==> config.mk <==
export PLATFORM = sky130hd
export DESIGN_NAME = alu_ctrl_mdu
export DESIGN_NICKNAME = d
export VERILOG_FILES = /design/src/rtl/alu_ctrl_mdu_pkg.sv /design/src/rtl/alu_ctrl_mdu_mdu_iter.sv /design/src/rtl/alu_ctrl_mdu.sv
export SDC_FILE = /design/constraint.sdc
export NUM_CORES = 1
export LEC_CHECK = 0
export CORE_ASPECT_RATIO = 1.75
export CORE_MARGIN = 2
export CORE_UTILIZATION = 25
export CTS_CLUSTER_SIZE = 24
export DETAILED_ROUTE_END_ITERATION = 8
export GPL_ROUTABILITY_DRIVEN = 1
export HOLD_SLACK_MARGIN = 0.02
export PLACE_DENSITY = 0.41
export SLEW_MARGIN = 20
export SYNTH_ARGS = -nofsm -noshare
export SYNTH_HDL_FRONTEND = slang
export SYNTH_SLANG_ARGS = --single-unit
==> constraint.sdc <==
create_clock -name clk -period 7.5 [get_ports clk]
set_clock_uncertainty 0.2 [all_clocks]
set_input_delay 1.5 -clock clk [delete_from_list [all_inputs] [get_ports clk]]
set_output_delay 1.5 -clock clk [all_outputs]
set_load 0.01 [all_outputs]
==> src/rtl/alu_ctrl_mdu_pkg.sv <==
// ---------------------------------------------------------------------------
// alu_ctrl_mdu_pkg : ALU control codes, funct codes and MDU FSM states
// rev 1.0
// ---------------------------------------------------------------------------
`default_nettype none

package alu_ctrl_mdu_pkg;

   localparam logic [3:0] ALU_AND  = 4'b0000;
   localparam logic [3:0] ALU_OR   = 4'b0001;
   localparam logic [3:0] ALU_ADD  = 4'b0010;
   localparam logic [3:0] ALU_SUB  = 4'b0110;
   localparam logic [3:0] ALU_SLT  = 4'b0111;
   localparam logic [3:0] ALU_SLTU = 4'b1000;
   localparam logic [3:0] ALU_NOP  = 4'b1111;

   localparam logic [1:0] ALUOP_MEM   = 2'b00;
   localparam logic [1:0] ALUOP_BEQ   = 2'b01;
   localparam logic [1:0] ALUOP_RTYPE = 2'b10;

   localparam logic [5:0] FUNCT_ADD   = 6'b100000;
   localparam logic [5:0] FUNCT_SUB   = 6'b100010;
   localparam logic [5:0] FUNCT_AND   = 6'b100100;
   localparam logic [5:0] FUNCT_OR    = 6'b100101;
   localparam logic [5:0] FUNCT_SLT   = 6'b101010;
   localparam logic [5:0] FUNCT_SLTU  = 6'b101011;
   localparam logic [5:0] FUNCT_MULT  = 6'b011000;
   localparam logic [5:0] FUNCT_MULTU = 6'b011001;
   localparam logic [5:0] FUNCT_DIV   = 6'b011010;
   localparam logic [5:0] FUNCT_DIVU  = 6'b011011;
   localparam logic [5:0] FUNCT_MFHI  = 6'b010000;
   localparam logic [5:0] FUNCT_MFLO  = 6'b010010;

   typedef enum logic [1:0] {
      MDU_IDLE = 2'd0,
      MDU_MUL  = 2'd1,
      MDU_DIV  = 2'd2,
      MDU_FIN  = 2'd3
   } mdu_state_t;

endpackage

`default_nettype wire

==> src/rtl/alu_ctrl_mdu_mdu_iter.sv <==
// ---------------------------------------------------------------------------
// mdu_iter : iterative shift-add multiplier / restoring divider with HI/LO
// rev 1.0
// ---------------------------------------------------------------------------
`default_nettype none

module mdu_iter #(
   parameter int WIDTH = 32,
   parameter int CNT_W = $clog2(WIDTH) + 1
) (
   input  logic             clk,
   input  logic             reset,
   input  logic             start,
   input  logic             is_div,
   input  logic             is_signed,
   input  logic [WIDTH-1:0] op_a,
   input  logic [WIDTH-1:0] op_b,
   output logic             busy,
   output logic             done,
   output logic [WIDTH-1:0] hi,
   output logic [WIDTH-1:0] lo
);
   import alu_ctrl_mdu_pkg::*;

   mdu_state_t state, state_nxt;

   logic [CNT_W-1:0]   cnt;
   logic [2*WIDTH-1:0] acc;
   logic [WIDTH-1:0]   dvsr;
   logic               div_op;
   logic               neg_q;
   logic               neg_r;
   logic               div_zero;

   logic               a_neg, b_neg;
   logic [WIDTH-1:0]   a_mag, b_mag;
   logic [WIDTH-1:0]   mul_addend;
   logic [WIDTH:0]     mul_sum;
   logic [2*WIDTH-1:0] mul_next;
   logic [WIDTH:0]     div_part;
   logic [WIDTH:0]     div_diff;
   logic [2*WIDTH-1:0] div_next;
   logic [2*WIDTH-1:0] prod_fix;
   logic [WIDTH-1:0]   quo_fix, rem_fix;
   logic [WIDTH-1:0]   fin_hi, fin_lo;

   always_ff @(posedge clk) begin
      if (reset) state <= MDU_IDLE;
      else       state <= state_nxt;
   end

   always_comb begin
      state_nxt = state;
      busy      = (state != MDU_IDLE);
      done      = 1'b0;
      case (state)
         MDU_IDLE: if (start) state_nxt = is_div ? MDU_DIV : MDU_MUL;
         MDU_MUL,
         MDU_DIV:  if (cnt == CNT_W'(1)) state_nxt = MDU_FIN;
         MDU_FIN: begin
            done      = 1'b1;
            state_nxt = MDU_IDLE;
         end
         default:  state_nxt = MDU_IDLE;
      endcase
   end

   always_comb begin
      a_neg = is_signed & op_a[WIDTH-1];
      b_neg = is_signed & op_b[WIDTH-1];
      a_mag = a_neg ? -op_a : op_a;
      b_mag = b_neg ? -op_b : op_b;

      // Multiply: multiplier sits in acc low half and shifts out LSB first.
      mul_addend = acc[0] ? dvsr : {WIDTH{1'b0}};
      mul_sum    = {1'b0, acc[2*WIDTH-1:WIDTH]} + {1'b0, mul_addend};
      mul_next   = {mul_sum, acc[WIDTH-1:1]};

      // Divide: remainder in upper half, dividend/quotient shifting left below it.
      div_part = {acc[2*WIDTH-1:WIDTH], acc[WIDTH-1]};
      div_diff = div_part - {1'b0, dvsr};
      div_next = div_diff[WIDTH] ? {div_part[WIDTH-1:0], acc[WIDTH-2:0], 1'b0}
                                 : {div_diff[WIDTH-1:0], acc[WIDTH-2:0], 1'b1};

      prod_fix = neg_q ? -acc : acc;
      quo_fix  = neg_q ? -acc[WIDTH-1:0] : acc[WIDTH-1:0];
      rem_fix  = neg_r ? -acc[2*WIDTH-1:WIDTH] : acc[2*WIDTH-1:WIDTH];

      // A zero divisor leaves the dividend as remainder; only LO needs forcing.
      fin_hi = div_op ? rem_fix : prod_fix[2*WIDTH-1:WIDTH];
      fin_lo = div_op ? (div_zero ? {WIDTH{1'b1}} : quo_fix) : prod_fix[WIDTH-1:0];
   end

   always_ff @(posedge clk) begin
      if (reset) begin
         cnt      <= '0;
         acc      <= '0;
         dvsr     <= '0;
         div_op   <= 1'b0;
         neg_q    <= 1'b0;
         neg_r    <= 1'b0;
         div_zero <= 1'b0;
         hi       <= '0;
         lo       <= '0;
      end else begin
         case (state)
            MDU_IDLE: begin
               if (start) begin
                  cnt      <= CNT_W'(WIDTH);
                  acc      <= {{WIDTH{1'b0}}, a_mag};
                  dvsr     <= b_mag;
                  div_op   <= is_div;
                  neg_q    <= a_neg ^ b_neg;
                  neg_r    <= a_neg;
                  div_zero <= (op_b == '0);
               end
            end
            MDU_MUL: begin
               acc <= mul_next;
               cnt <= cnt - CNT_W'(1);
            end
            MDU_DIV: begin
               acc <= div_next;
               cnt <= cnt - CNT_W'(1);
            end
            MDU_FIN: begin
               hi <= fin_hi;
               lo <= fin_lo;
            end
            default: ;
         endcase
      end
   end

endmodule

`default_nettype wire

==> src/rtl/alu_ctrl_mdu.sv <==
// ---------------------------------------------------------------------------
// alu_ctrl_mdu : ALU control decode plus iterative MDU with HI/LO and stall
// rev 1.0
// ---------------------------------------------------------------------------
`default_nettype none

module alu_ctrl_mdu #(
   parameter int WIDTH = 32,
   parameter int CNT_W = $clog2(WIDTH) + 1
) (
   input  logic             clk,
   input  logic             reset,
   input  logic [1:0]       alu_op,
   input  logic [5:0]       funct,
   input  logic             valid_in,
   input  logic [WIDTH-1:0] op_a,
   input  logic [WIDTH-1:0] op_b,
   output logic [3:0]       alu_ctrl,
   output logic             use_mdu_res,
   output logic [WIDTH-1:0] mdu_res,
   output logic             busy,
   output logic             done,
   output logic             illegal
);
   import alu_ctrl_mdu_pkg::*;

   logic             is_muldiv;
   logic             is_div;
   logic             is_signed;
   logic             sel_hi;
   logic             core_busy;
   logic             start;
   logic [WIDTH-1:0] hi, lo;

   always_comb begin
      alu_ctrl    = ALU_NOP;
      illegal     = 1'b0;
      use_mdu_res = 1'b0;
      is_muldiv   = 1'b0;
      is_div      = 1'b0;
      is_signed   = 1'b0;
      sel_hi      = 1'b0;
      case (alu_op)
         ALUOP_MEM:   alu_ctrl = ALU_ADD;
         ALUOP_BEQ:   alu_ctrl = ALU_SUB;
         ALUOP_RTYPE: begin
            case (funct)
               FUNCT_ADD:   alu_ctrl = ALU_ADD;
               FUNCT_SUB:   alu_ctrl = ALU_SUB;
               FUNCT_AND:   alu_ctrl = ALU_AND;
               FUNCT_OR:    alu_ctrl = ALU_OR;
               FUNCT_SLT:   alu_ctrl = ALU_SLT;
               FUNCT_SLTU:  alu_ctrl = ALU_SLTU;
               FUNCT_MULT:  begin is_muldiv = 1'b1; is_signed = 1'b1; end
               FUNCT_MULTU: is_muldiv = 1'b1;
               FUNCT_DIV:   begin is_muldiv = 1'b1; is_div = 1'b1; is_signed = 1'b1; end
               FUNCT_DIVU:  begin is_muldiv = 1'b1; is_div = 1'b1; end
               FUNCT_MFHI:  begin use_mdu_res = 1'b1; sel_hi = 1'b1; end
               FUNCT_MFLO:  use_mdu_res = 1'b1;
               default:     illegal = 1'b1;
            endcase
         end
         default:     illegal = 1'b1;
      endcase
   end

   // The issuing mult/div stalls in its accept cycle too, so the stall is seamless.
   assign start   = valid_in & is_muldiv & ~core_busy;
   assign busy    = core_busy | (valid_in & is_muldiv);
   assign mdu_res = sel_hi ? hi : lo;

   mdu_iter #(
      .WIDTH (WIDTH),
      .CNT_W (CNT_W)
   ) u_mdu_iter (
      .clk       (clk),
      .reset     (reset),
      .start     (start),
      .is_div    (is_div),
      .is_signed (is_signed),
      .op_a      (op_a),
      .op_b      (op_b),
      .busy      (core_busy),
      .done      (done),
      .hi        (hi),
      .lo        (lo)
   );

endmodule

`default_nettype wire

# [Yosys cells after proc, flatten, opt, wreduce, memory -nomap -nowiden]
# Index checks and enable logic that the tools add are counted.
[word_totals] regBits=172 elab_cells=96
[classes] addsub=8 eq_ne=20 muxes=34 n_bitwise=7 n_reduce_logical=17
[op_table] cell="32-bit two-way mux" count=9
[op_table] cell="64-bit two-way mux" count=3
[op_table] cell="64-bit case mux with 3 select lines" count=1
[op_table] cell="32-bit negation" count=4
[op_table] cell="64-bit negation" count=1
[op_table] cell="6-bit by 5-bit equality test with 1-bit output (second input constant)" count=6
[op_table] cell="6-bit equality test (second input constant)" count=6
[op_table] cell="32-bit by 32-bit adder with 33-bit output" count=1
[op_table] cell="33-bit by 32-bit subtractor with 33-bit output" count=1
[op_table] cell="32-bit logical NOT" count=1
[op_table] cell="4-bit case mux with 6 select lines" count=1
[op_table] cell="1-bit two-way mux" count=12
[op_table] cell="4-bit case mux with 3 select lines" count=1
[op_table] cell="6-bit case mux with 2 select lines" count=1
[op_table] cell="12-bit OR reduction" count=1
[op_table] cell="2-bit OR reduction" count=5
[op_table] cell="2-bit AND reduction" count=4
[op_table] cell="2-bit equality test (second input constant)" count=3
[op_table] cell="6-bit by 1-bit equality test with 1-bit output (second input constant)" count=1
[op_table] cell="2-bit two-way mux" count=3
[op_table] cell="6-bit two-way mux" count=1
[op_table] cell="2-bit case mux with 3 select lines" count=1
[op_table] cell="6-bit by 1-bit subtractor with 6-bit output (second input constant)" count=1
[op_table] cell="1-bit AND" count=4
[op_table] cell="11 further kinds" count=14

# [Longest topological paths before layout]
# Gate-level depths: netlist (run 1).
[depth] word_depth=8 ltp_mapped=15 mapped_depth_nobuf=13

# [Modules after synthesis]
# From an unflattened synthesis (run 1), not the netlist that was laid out.
[unflattened] cells_unflattened=1862 hier_area_um2=14380.0
[modules_own_cells] module="mdu_iter" n_inst=1 cells_each=1790 area_per_inst_um2=13641.8 seq_area_each_um2=3443.3
[modules_own_cells] module="alu_ctrl_mdu" n_inst=1 cells_each=72 area_per_inst_um2=738.2 seq_area_each_um2=0.0

# [Worst setup path after synthesis (run 1)]
# OpenSTA, ideal clock, no wires.
[synth_path] path_type="input -> output" startpoint="input alu_op[1]" endpoint="output mdu_res[10]" arrival_time_ns=2.962 required_time_ns=5.800 path_slack_ns=2.838 cell_stages=6 path_cell_list="inv_1 > nor4_1 > and3_1 > clkbuf_1 > buf_1 > mux2_2"
[synth_via] elab_chain_len=3
[synth_rtl] item="start: declaration" line="alu_ctrl_mdu.sv:13" text="input logic [1:0] alu_op,"
[synth_rtl] item="2-bit equality test" line="alu_ctrl_mdu.sv:43" text="case (alu_op)"
[synth_rtl] item="1-bit two-way mux" line="alu_ctrl_mdu.sv:43"
[synth_rtl] item="32-bit two-way mux" line="alu_ctrl_mdu.sv:70" text="assign mdu_res = sel_hi ? hi : lo;"
[synth_rtl] item="end: declaration" line="alu_ctrl_mdu.sv:20" text="output logic [WIDTH-1:0] mdu_res,"
# Every way passes these cells.

# [Worst setup path in the final report (run 1)]
[layout_path] startpoint="input alu_op[1]" endpoint="output mdu_res[8]"
# The elaborated chain is that of the path after synthesis.

==> results of run 1 <==
-- layout make-up --
class / count / area share (%)
inverters: 56 / 1.308
clock inverters: 15 / 1.215
repair buffers: 133 / 7.975
clock buffers: 17 / 2.648
multi-input cells: 1424 / 60.03
well taps: 690 / 5.374
flip-flops and latches: 172 / 21.43
diodes: 1 / 0.01558
-- where the power goes --
group | switching (uW) | internal [uW]
clock | 470 | 512
sequential | 172 | 1010
combinational | 796 | 463
-- routing by layer --
metal	vias to the layer above	GRT usage, %
li1	6572	-
met1	6461	19.12
met2	282	37.85
met3	80	2.166
met4	0	9.460
met5	-	0
-- through the flow --
step	total power (uW)	util (%)	instance area [um^2]	setup slack, ns	cells
3_3_place_gp	2459	28.44	15440	1.525	2475
4_1_cts	3454	29.58	16060	1.456	2507
2_1_floorplan	1983	-	13700	2.838	1766
3_5_place_dp	2466	28.44	15440	1.460	2475
5_1_grt	3603	29.59	16070	1.318	2508
6_report	3421	29.59	16070	1.469	2508
-- synthesized netlist by cell type, drive strengths merged, types with 8 or more instances --
cell type,instances
o21ai,87
o21a,11
nand3,24
mux2,37
or2,11
nor2b,12
a21oi,132
buf,11
o221ai,11
or3,21
o31ai,30
ha,75
a22oi,12
xnor2,90
o41ai,17
inv,54
nand2b,27
and2,13
a211oi,97
xor2,84
a221o,29
a31oi,10
o21bai,8
a311oi,9
mux2i,23
and3,11
or4,13
nor4,17
nand2,156
o211ai,37
nor2,193
dfxtp,172
a21o,26
clkbuf,103
nor3,32
-- how the worst max path moves through the flow --
stage / start / to / slack [ns]
CTS: alu_op[1] / mdu_res[8] / 1.46
global placement: alu_op[1] / mdu_res[10] / 1.52
finish: alu_op[1] / mdu_res[8] / 1.47
global route: alu_op[1] / mdu_res[30] / 1.32
detailed placement: alu_op[1] / mdu_res[8] / 1.46
floorplan: alu_op[1] / mdu_res[10] / 2.84
-- flip-flops by register name (all words and copies together), names as in the netlist --
register and flops:
u_mdu_iter.lo 32, u_mdu_iter.div_op 1, u_mdu_iter.cnt 6, u_mdu_iter.neg_q 1, u_mdu_iter.div_zero 1, u_mdu_iter.hi 32
u_mdu_iter.dvsr 32, u_mdu_iter.neg_r 1, u_mdu_iter.acc 64, u_mdu_iter.state 2
-- cell usage in the layout (no fill, tap or decap), types with 37 or more instances in the layout --
| cell | synthesis | routed |
|---|---|---|
| nand2_1 | 156 | 156 |
| inv_1 | 54 | 54 |
| dfxtp_1 | 172 | 172 |
| xor2_1 | 84 | 84 |
| ha_1 | 75 | 74 |
| xnor2_1 | 90 | 90 |
| o21ai_0 | 86 | 86 |
| a211oi_1 | 97 | 97 |
| mux2_2 | 37 | 37 |
| o211ai_1 | 37 | 37 |
| a21oi_1 | 132 | 130 |
| clkdlybuf4s50_1 | 0 | 113 |
| nor2_1 | 191 | 190 |
-- kinds of logic after synthesis --
group | Yosys count | share of synthesized area [%]
AO/OA/AOI/OAI | 566 | 28.44
AND/OR/NAND/NOR | 547 | 18.73
XOR/XNOR | 174 | 11.12
flip-flops | 172 | 25.13
buffers and inverters | 170 | 4.721
adder cells (fa/ha/maj) | 77 | 7.140
multiplexers | 60 | 4.721
-- worst reg2reg max path, cell delays in order (launching register included) --
cell       delay (ns)
dfxtp_1          0.58
inv_1            0.16
ha_1             0.25
fa_1             0.40
nor2b_1          0.19
o31ai_1          0.15
a2111oi_1        0.86
o211ai_1         0.16
buf_4            0.20
o211ai_1         0.24
a21oi_1          0.17
nor2_4           0.41
mux2_2           0.42
a222oi_1         0.41
nor3_1           0.09
==> metrics, run 1 <==
outcome=complete, no violations; critical path class=in2out; Netlist Area Pre-Place=13700 um^2; Critical Path, Cell by Cell=clkdlybuf4s50_1 > inv_1 > nor4_1 > and3_2 > mux2_2 > clkdlybuf4s50_1; Tmin final=6.031 ns; hold crit path type=reg2reg; Final Hold Viols=0; H-tree lvl count=4; top post-synthesis cells by area=dfxtp_1 (25%), ha_1 (6.8%), xnor2_1 (5.8%); uppermost layer routed=met4; number of port buffers=114; pwr dens=213.0 nW/um^2; post-DP HPWL=42.94 mm; DRT iter0 DRCs=887; Die Area=56780 um^2; fraction of registers with async set/reset=0%; via/cell ratio=5.341; Crit. path cell count=6; Setup crit end kind=output port; CP top delay family=simple AND/OR/NAND/NOR gates; Worst Path Max Fanout=32; hold slack=0.2576 ns; antenna violations before repair=1; fin nets=1956; first-pass GRT wire length=81.88 mm; ys flop type=dfxtp_1; cell mode on critical path=clkdlybuf4s50_1; Critical Path RT=5.80 ns; DRT Wirelength=54.83 mm; gpl congestion=0.8836; synthesized netlist cell count=1766; Distinct cells, synth=78; row count=113; Mean Syn Cell Area=7.759 um^2; Post-DRT Antenna Nets=0; Least-Margin Pin Slew=1.073 ns; DRC viols=0; met2 wire length=30.80 mm; EDFF count, synth=0; Max Freq=165.8 MHz; M1 WL=20.07 mm; Die W=181.0 um; max_cap viols=0; setup TNS=0 ns; Tcrit/Tclk final=80.41%; r2r worst-path depth=14; I/O pin cnt=115; Max clock buf depth=2; Hold Path Sink=u_mdu_iter.dvsr[31]; share of layout cells above drive strength 1=6.604%; detail-routed net length per standard cell=21.86 um; final setup fails=0; hold buffers post-CTS=0; CTS resizes=0; number of global-route vias before repair=13280; via count=13400; Core Footprint=54290 um^2; Die Ht=313.7 um; total global-route track usage=18.95%; Post-CTS Setup Bufs=0; clock sink total=172; YS warnings=0; worst r2r src=u_mdu_iter.acc[31]; WP data arrival=4.33 ns; Hold Path Stages=2; Lkg Pwr=0.005752 uW; worst-skew pair later-pin latency=0.46 ns; Initial Util=25.24%; Final Max Tran Viols=0; Worst-path clk slew=0.07 ns; RSZ-0062 raised after global routing=no; root buf cell=clkbuf_16; share of the synthesized area in the top cell type=25.13%; total congestion overflow=0; fillcell total=5880; crit-path max cell delay=0.86 ns; router iterations before antenna repair=5; Syn Nets=1918; area occupied by multi-input gates=9644 um^2; FF/Latch Area=3443 um^2; largest net degree at the start of global routing=86; Seq cells post-synth=172; met3 WL=1.337 mm; total clock buffers created by CTS=17; hold_sp=u_mdu_iter.dvsr[31]; Max-slew headroom=28.46%; CTS tree=yes; FF-to-FF End=u_mdu_iter.acc[37]; Reg2Reg Setup Slack=2.47 ns; critical path buffer and inverter count=3; Area Overhead vs Synth=17.24%; CP max-delay cell=and3_2; Seq/Total Area, Yosys=25.13%; crit start category=input pin; Worst VDD drop=0.1536 mV; cell accounting for the most synthesized area=dfxtp_1
(Power assumes the default switching activity.)
==> inputs of run 2 (changes only) <==
==> constraint.sdc (replaced) <==
create_clock -name clk -period 5.6 [get_ports clk]
set_clock_uncertainty 0.2 [all_clocks]
set_input_delay 1.12 -clock clk [delete_from_list [all_inputs] [get_ports clk]]
set_output_delay 1.12 -clock clk [all_outputs]
set_load 0.01 [all_outputs]
==> run 2 against run 1 <==
Net effect: global-route usage is 0.48 points higher; power is 32% higher; largest cell class unchanged; clock power is 24% higher; largest power group unchanged; sequential share of layout area is 0.11 points lower; combinational power is 38% higher; die area stayed put; first-iteration DRC count is 8.0% lower; non-clock buffer count is 15 higher; setup slack worse by 0.69 ns; via count hardly changed; critical path depth is 1 higher; cell count is 0.56% higher.
==> metrics, run 2 (synthesis results as in run 1) <==
Tmin final=4.819 ns; hold buffers post-CTS=0 (unchanged); Top reg by flops=u_mdu_iter.acc; Hold Path Sink=u_mdu_iter.dvsr[31]; clock sink total=172 (unchanged); antenna violations before repair=0 (-1); row count=113 (unchanged); worst r2r src=u_mdu_iter.acc[32]; CTS resizes=0 (unchanged); largest net degree at the start of global routing=87 (+1.2%); setup TNS=0 ns (unchanged); hold slack=0.2672 ns (+0.009657 ns); fillcell total=5900 (+0.34%); I/O pin cnt=115 (unchanged); crit start category=input pin; Core Footprint=54290 um^2 (unchanged); Max Freq=207.5 MHz; post-DP HPWL=43.59 mm (+1.5%); max reg flops=64 (unchanged); Worst-path clk slew=0.07 ns (about the same); total clock buffers created by CTS=17 (unchanged); root buf cell=clkbuf_16; Reg2Reg Setup Slack=1.02 ns (-1.45 ns); number of global-route vias before repair=13600 (+2.4%); via/cell ratio=5.308 (-0.62%); Tcrit/Tclk final=86.06%; router iterations before antenna repair=5 (unchanged); RSZ-0062 raised after global routing=no; placed cell area=15580 um^2 (+0.89%); Critical Path RT=4.28 ns (-1.52 ns); Area Overhead vs Synth=17.86%; area occupied by multi-input gates=9641 um^2 (about the same); gpl congestion=0.8818 (-0.20%); Lkg Pwr=0.005809 uW (+1.0%); Die W=181.0 um (unchanged); total global-route track usage=19.43% (+0.48 points); first-pass GRT wire length=83.97 mm (+2.5%); pwr dens=280.3 nW/um^2 (+32%); Final Max Tran Viols=0 (unchanged); Post-DRT Antenna Nets=0 (unchanged); total congestion overflow=0 (unchanged); final non-filler cell area=16150 um^2 (+0.53%); share of layout cells above drive strength 1=7.369% (+0.76 points); Sw Ratio=42.93% (+0.88 points); Worst VDD drop=0.2096 mV (+36%); via count=13390 (-0.067%); Worst Path Max Fanout=32 (unchanged); hold_sp=u_mdu_iter.dvsr[31]; Switch Pwr=1943 uW (+35%); DRT iter0 DRCs=816 (-8.0%); CTS tree=yes; internal power=2584 uW (+30%); max_cap viols=0 (unchanged); WP data arrival=3.50 ns (-0.83 ns); Initial Util=25.24% (unchanged); FF/Latch Area=3443 um^2 (unchanged); commonest cells after routing, fill and taps aside=nor2_1 (190), dfxtp_1 (172), nand2_1 (156); Max-slew headroom=36.23% (+7.8 points); fin nets=1971 (+0.77%); r2r worst-path depth=13 (-1); H-tree lvl count=4 (unchanged); outcome=complete, no violations; Die Ht=313.7 um (unchanged); combinational power share=38.4% (+1.6 points); Clock power frac=26.9% (-1.8 points); Hold Path Stages=2 (unchanged); Die Area=56780 um^2 (unchanged); worst-skew pair later-pin latency=0.47 ns (about the same); FF-to-FF End=u_mdu_iter.acc[48]; Final Hold Viols=0 (unchanged); Setup crit end kind=output port; Max clock buf depth=2 (unchanged); DRT Wirelength=55.67 mm (+1.5%); Post-CTS Setup Bufs=0 (unchanged); hold crit path type=reg2reg; Least-Margin Pin Slew=0.9478 ns (-0.1253 ns); final setup fails=0 (unchanged); DRC viols=0 (unchanged); number of port buffers=114 (unchanged); Reg power frac=34.7% (+0.2 points); critical path class=in2out; detail-routed net length per standard cell=22.07 um (+0.97%); commonest non-fill, non-tap cell in the layout=nor2_1; diodes inserted=0 (-1)
[run 2: final cells by class]
class	instances	share of cell area, %
multi-input cells	1424	59.69
inverters	56	1.302
flip-flops and latches	172	21.32
well taps	690	5.346
clock inverters	15	0.9219
clock buffers	17	2.634
repair buffers	148	8.785
[run 2: metrics by stage]
stage	utilization, %	worst slack [ns]	instances	power (uW)
2_1_floorplan	-	1.698	1766	2656
3_3_place_gp	28.69	0.6993	2490	3346
3_5_place_dp	28.69	0.7541	2490	3354
4_1_cts	29.75	0.7546	2522	4579
5_1_grt	29.75	0.6447	2522	4788
6_report	29.75	0.7809	2522	4527
[run 2: worst max-delay path by stage]
stage / slack [ns] / cells past startpoint / start / endpoint
detailed placement: 0.75 / 7 / alu_op[1] / mdu_res[12]
finish: 0.78 / 7 / alu_op[1] / mdu_res[12]
CTS: 0.75 / 7 / alu_op[1] / mdu_res[12]
global placement: 0.70 / 7 / alu_op[1] / mdu_res[8]
floorplan: 1.70 / 6 / alu_op[1] / mdu_res[10]
global route: 0.64 / 7 / alu_op[1] / mdu_res[30]
[run 2: metal layers]
| layer | up-vias | GRT usage (%) | wire length, um |
|---|---|---|---|
| met3 | 88 | 1.969 | 1249 |
| met2 | 276 | 39.32 | 31510 |
| met1 | 6416 | 19.41 | 20320 |
| met4 | 0 | 9.534 | 2594 |
| met5 | - | 0 | 0 |
| li1 | 6606 | - | - |
[run 2: power groups by stage]
stage,registers [uW],clock network (uW),logic [uW]
after floorplan,1460,0,1190
final,1570,1220,1740
after global routing,1590,1290,1910
after detailed placement,1600,0,1750
after CTS,1570,1250,1760
after global placement,1600,0,1740
[run 2: critical path, stage by stage]
cell,delay [ns]
clkdlybuf4s50_1,0.50
inv_1,0.09
nor4_1,0.38
and3_2,0.29
buf_12,0.22
mux2_2,0.37
clkdlybuf4s50_1,0.48
